### config.mk
export PLATFORM = sky130hd
export DESIGN_NAME = logic_unit_acc
export DESIGN_NICKNAME = d
export VERILOG_FILES = /design/src/rtl/logic_unit_acc_pkg.sv /design/src/rtl/logic_op_core.sv /design/src/rtl/logic_unit_acc.sv
export SDC_FILE = /design/constraint.sdc
export NUM_CORES = 1
export LEC_CHECK = 0
export BUFFER_PORTS_ARGS = -buffer_cell sky130_fd_sc_hd__buf_2
export CAP_MARGIN = 20
export CORE_ASPECT_RATIO = 2
export CORE_UTILIZATION = 55
export DETAILED_ROUTE_END_ITERATION = 6
export PLACE_DENSITY = 0.81
export SETUP_SLACK_MARGIN = 0.15
export SLEW_MARGIN = 20
export SYNTH_ARGS = -nofsm -noshare
export SYNTH_HDL_FRONTEND = slang
export SYNTH_SLANG_ARGS = --single-unit
### constraint.sdc
create_clock -name clk -period 7.2 [get_ports clk]
set_input_delay 1.44 -clock clk [delete_from_list [all_inputs] [get_ports clk]]
set_output_delay 1.44 -clock clk [all_outputs]
set_load 0.1 [all_outputs]
### src/rtl/logic_unit_acc_pkg.sv
// Shared op-code and FSM state encodings for the logic unit and its op core.
package logic_unit_acc_pkg;

    typedef enum logic [2:0] {
        OP_AND  = 3'd0,
        OP_OR   = 3'd1,
        OP_XOR  = 3'd2,
        OP_NAND = 3'd3,
        OP_NOR  = 3'd4,
        OP_XNOR = 3'd5,
        OP_PASS = 3'd6,
        OP_NOT  = 3'd7
    } op_e;

    typedef enum logic [1:0] {
        ST_IDLE = 2'd0,
        ST_ACC  = 2'd1,
        ST_OUT  = 2'd2
    } state_e;

endpackage

### src/rtl/logic_op_core.sv
// Bitwise operator z = f(x, y, op); purely combinational, no flow control.
module logic_op_core
    import logic_unit_acc_pkg::*;
#(
    parameter int WIDTH = 8
) (
    input  logic [WIDTH-1:0] x,
    input  logic [WIDTH-1:0] y,
    input  logic [2:0]       op,
    output logic [WIDTH-1:0] z
);

    always_comb begin
        z = x;
        case (op_e'(op))
            OP_AND:  z = x & y;
            OP_OR:   z = x | y;
            OP_XOR:  z = x ^ y;
            OP_NAND: z = ~(x & y);
            OP_NOR:  z = ~(x | y);
            OP_XNOR: z = ~(x ^ y);
            OP_PASS: z = x;
            OP_NOT:  z = ~x;
            default: z = x;
        endcase
    end

endmodule

### src/rtl/logic_unit_acc.sv
// Registered bitwise logic stage with optional ACC_LEN-beat accumulate; 1-cycle latency.
// in_ready drops only while a result is held and out_ready is low.
module logic_unit_acc
    import logic_unit_acc_pkg::*;
#(
    parameter int WIDTH   = 8,
    parameter int ACC_LEN = 4,
    parameter int CNT_W   = 16
) (
    input  logic                          clk,
    input  logic                          rst_n,
    input  logic                          in_valid,
    output logic                          in_ready,
    input  logic [WIDTH-1:0]              A,
    input  logic [WIDTH-1:0]              B,
    input  logic [2:0]                    op,
    input  logic                          mode,
    output logic                          out_valid,
    input  logic                          out_ready,
    output logic [WIDTH-1:0]              Y,
    output logic                          busy,
    output logic [$clog2(ACC_LEN+1)-1:0]  beat_cnt,
    output logic [CNT_W-1:0]              res_cnt
);

    localparam int              BW        = $clog2(ACC_LEN + 1);
    localparam logic [BW-1:0]   BEAT_ONE  = BW'(1);
    localparam logic [BW-1:0]   BEAT_LAST = BW'(ACC_LEN - 1);
    localparam bit              SINGLE    = (ACC_LEN == 1);

    state_e             state_q, state_d;
    logic [WIDTH-1:0]   y_q, y_d;
    logic [WIDTH-1:0]   acc_q, acc_d;
    logic [2:0]         op_l_q, op_l_d;
    logic [BW-1:0]      beat_q, beat_d;
    logic [CNT_W-1:0]   res_q, res_d;

    logic               in_acc;
    logic               accept;
    logic               deliver;
    logic [WIDTH-1:0]   core_x, core_y, core_z;
    logic [2:0]         core_op;

    assign in_acc    = (state_q == ST_ACC);
    assign out_valid = (state_q == ST_OUT);
    assign in_ready  = (state_q != ST_OUT) || out_ready;
    assign accept    = in_valid && in_ready;
    assign deliver   = out_valid && out_ready;

    // While accumulating the fold is f(acc, A, op_l), so both operand ports
    // are steered: acc moves to x and A moves to y (matters for PASS/NOT).
    assign core_x  = in_acc ? acc_q  : A;
    assign core_y  = in_acc ? A      : B;
    assign core_op = in_acc ? op_l_q : op;

    logic_op_core #(.WIDTH(WIDTH)) u_core (
        .x  (core_x),
        .y  (core_y),
        .op (core_op),
        .z  (core_z)
    );

    always_comb begin
        state_d = state_q;
        y_d     = y_q;
        acc_d   = acc_q;
        op_l_d  = op_l_q;
        beat_d  = beat_q;
        res_d   = res_q;

        if (deliver) begin
            res_d = res_q + CNT_W'(1);
        end

        case (state_q)
            ST_IDLE, ST_OUT: begin
                if (accept) begin
                    if (!mode || SINGLE) begin
                        y_d     = core_z;
                        state_d = ST_OUT;
                    end else begin
                        acc_d   = core_z;
                        op_l_d  = op;
                        beat_d  = BEAT_ONE;
                        state_d = ST_ACC;
                    end
                end else if (state_q == ST_OUT && out_ready) begin
                    state_d = ST_IDLE;
                end
            end
            ST_ACC: begin
                if (accept) begin
                    if (beat_q == BEAT_LAST) begin
                        y_d     = core_z;
                        beat_d  = '0;
                        state_d = ST_OUT;
                    end else begin
                        acc_d  = core_z;
                        beat_d = beat_q + BEAT_ONE;
                    end
                end
            end
            default: state_d = ST_IDLE;
        endcase
    end

    always_ff @(posedge clk or negedge rst_n) begin
        if (!rst_n) begin
            state_q <= ST_IDLE;
            y_q     <= '0;
            acc_q   <= '0;
            op_l_q  <= '0;
            beat_q  <= '0;
            res_q   <= '0;
        end else begin
            state_q <= state_d;
            y_q     <= y_d;
            acc_q   <= acc_d;
            op_l_q  <= op_l_d;
            beat_q  <= beat_d;
            res_q   <= res_d;
        end
    end

    assign Y        = y_q;
    assign busy     = in_acc;
    assign beat_cnt = beat_q;
    assign res_cnt  = res_q;

endmodule

==> metrics.cfg <==
[status]
outcome = finished clean

[sta]
finalSetupTns_ps = 0
setup_viol = 0
worstMarginPinSlew_ps = 975
layout_setup_ws_ps = 3110
min_period_over_period_pct = 56.8
rsz0062_at_grt = no
slew_headroom_pct = 34.9
finClkSkew_ps = 8.51
fmax_mhz = 244
whs_ps = 477
min_period_ps = 4090
final-max-slew-violation-count = 0
finalHoldViolations = 0

[floorplan]
die_area_mm2 = 0.00589
fp.dieW_um = 54.8
io-pin-count = 54
coreArea_mm2 = 0.00537
die_y_um = 108
start_util_pct = 57.0
num_rows = 38

[route]
vias = 2722
wire_per_inst_um = 17.6
dr.pass1.iters = 4
drtIter0Drc = 66
routed_wl_um = 7730
postRouteAntennaNets = 0
drc = 0
vias_per_cell = 6.21

[finish]
nets = 418
area_growth_pct = 11.3
seqCellArea_mm2 = 0.00100
postLayoutCoreUtil_pct = 63.4
multiInputGateArea_mm2 = 0.00187
diodes = 0
instances_no_fill = 438
drive_gt1_share_pct = 22.0
fin_area_mm2 = 0.00341
filler_cell_count = 472

[synthesis]
syn_area_mm2 = 0.00306
synthArstFlopShare_pct = 100
synth_flop_cell = dfrtp_1
ys_seq_area_share_pct = 32.7
synth.area.top_cells = dfrtp_1 33%, ha_1 6.9%, nand2_1 6.5%
syn_inst = 335
synth.most_common_cell = nand2_1
synth_area_leader_cell = dfrtp_1
yosys_warnings = 0
synth.avg_cell_area_um2 = 9.14
yosysTopAreaCellShare_pct = 32.7
yosysUniqueCellTypes = 58
synth-edff-count = 0
ys_ff_latch = 40
synth.net_count = 376
synth_common_cells = 53 x nand2_1, 40 x dfrtp_1, 19 x inv_1, 18 x a31oi_1, 17 x ha_1

[grt]
grt_start_max_net_pins = 41
grt_pass1_wl_um = 12600
grt_util_all_layers_pct = 30.1
grt_antenna_before_repair = 0
overflow = 0
grt_pass1_vias = 2738

[power_and_ir_drop]
vdd_drop_max_uv = 401
leakagePower_nw = 1.67
p_per_area_mw_per_mm2 = 485
finalPower_mw = 1.65

[clock_network]
numCtsBuffers = 5
cts.sinks = 40
cts.clk_slew.worst_paths_ps = 90
cts_hold_buf = 0
clockBufferDepth = 2
cts_root_buf = clkbuf_8
cts_resized = 0
cts_setup_buffers = 0
clock_latency_ps = 310
htree_levels = 2
cts_tree = done

[setup_path]
start_kind = flop
crit_chain = nand2b_2, inv_2, buf_2
r2r_end = Y[2]
crit_path_end_kind = output pin
critPathKind = reg -> out
critPathSlowestCell = nand2b_2
critPathMaxFanout = 36
crit_required_ps = 5760
timing.reg2reg.setup_slack_ps = 3890
cp.arrival_ps = 2650
cpPeakStageDelay_ps = 710
r2r_cells = 8
timing.rr.start = state_q[1]

[placed_design]
dpl_cell_area_mm2 = 0.00329
dp_slack_ps = 3480
post-dp-hpwl_um = 5820
portBuffers = 53
gp_routability_congestion = 0.963
dp.cells = 430

[hold_path]
worstHoldEndpoint = res_cnt[15]
min_delay_path_depth = 1
hp-start = res_cnt[15]
hp-class = reg -> reg

[job]
drv_cap = 0

-- worst max-delay path by stage --
| stage | from | to | slack (ps) | depth (start not counted) |
|---|---|---|---|---|
| 2_1_floorplan | state_q[1] | in_ready | 2650 | 3 |
| 3_3_place_gp | state_q[1] | busy | 3530 | 3 |
| 3_5_place_dp | state_q[1] | busy | 3480 | 3 |
| 4_1_cts | state_q[1] | busy | 3120 | 3 |
| 5_1_grt | state_q[1] | busy | 2960 | 3 |
| 6_report | state_q[1] | busy | 3110 | 3 |
-- critical path: cells and delay by family (launching register included) --
family | cells | cell delay, ps
buffers and inverters | 2 | 1100
and+or+nand+nor | 1 | 710
DFF | 1 | 520
-- registers in the layout, indices dropped and copies added (netlist names) --
register and count:
state_q 2, acc_q 8, res_cnt 16, op_l_q 3
Y 8, beat_cnt 3
-- layout make-up --
| class | count | share of cell area, % |
|---|---|---|
| Clock buffer | 5 | 2.02 |
| Multi-Input combinational cell | 256 | 55.0 |
| Timing Repair Buffer | 53 | 7.78 |
| Sequential cell | 40 | 29.4 |
| Inverter | 21 | 2.31 |
| Clock inverter | 3 | 1.36 |
| Tap cell | 60 | 2.20 |
-- logic make-up (layout without fill, tap and decap cells) --
family          after synthesis  count (layout)  share of synthesized area, %
buf+inv                      39              82                          6.25
fa+ha+maj                    17              17                          6.94
mux                          26              26                          10.3
compound gates               69              69                          17.0
flops                        40              40                          32.7
xor+xnor                     23              23                          6.58
simple gates                121             121                          20.2
-- power by group --
part	switching, mW	internal (mW)	leakage (nW)
Combinational	0.732	0.330	1.11
Clock	0.0868	0.104	0.0548
Sequential	0.103	0.297	0.504
Total	0.922	0.732	1.67
-- layer usage --
metal  share of wire, %  track usage [%]  vias to the layer above
met5                  0                0                        -
met4                6.7             25.5                        0
met3                4.0             5.93                       44
met2                 55             49.9                       98
met1                 35             29.6                     1283
li1                   -                -                     1297
-- cell usage in the layout (no fill, tap or decap), types with 2 or more instances in the layout --
master,synthesis,final
dfrtp_1,40,40
and2_1,3,3
and3_1,4,4
xnor2_1,16,16
nor2_1,14,14
nand4_1,3,3
a211oi_2,6,6
o31ai_1,3,3
inv_1,19,19
nor3_1,4,4
mux2i_4,3,3
mux2_2,7,7
nand2_1,53,53
o41ai_1,4,4
inv_2,2,2
mux2i_1,14,14
nand2b_1,4,3
a31oi_1,18,18
ha_1,17,17
clkbuf_8,0,5
o221ai_1,6,6
a21oi_1,6,6
nor2b_1,4,4
xor2_1,7,7
nor4bb_1,6,6
buf_2,7,53
a21o_1,2,2
nand3_1,12,12
nor3b_1,4,4
a211oi_1,6,6
and4_1,2,2
o21ai_0,7,7
(Power assumes the default switching activity.)
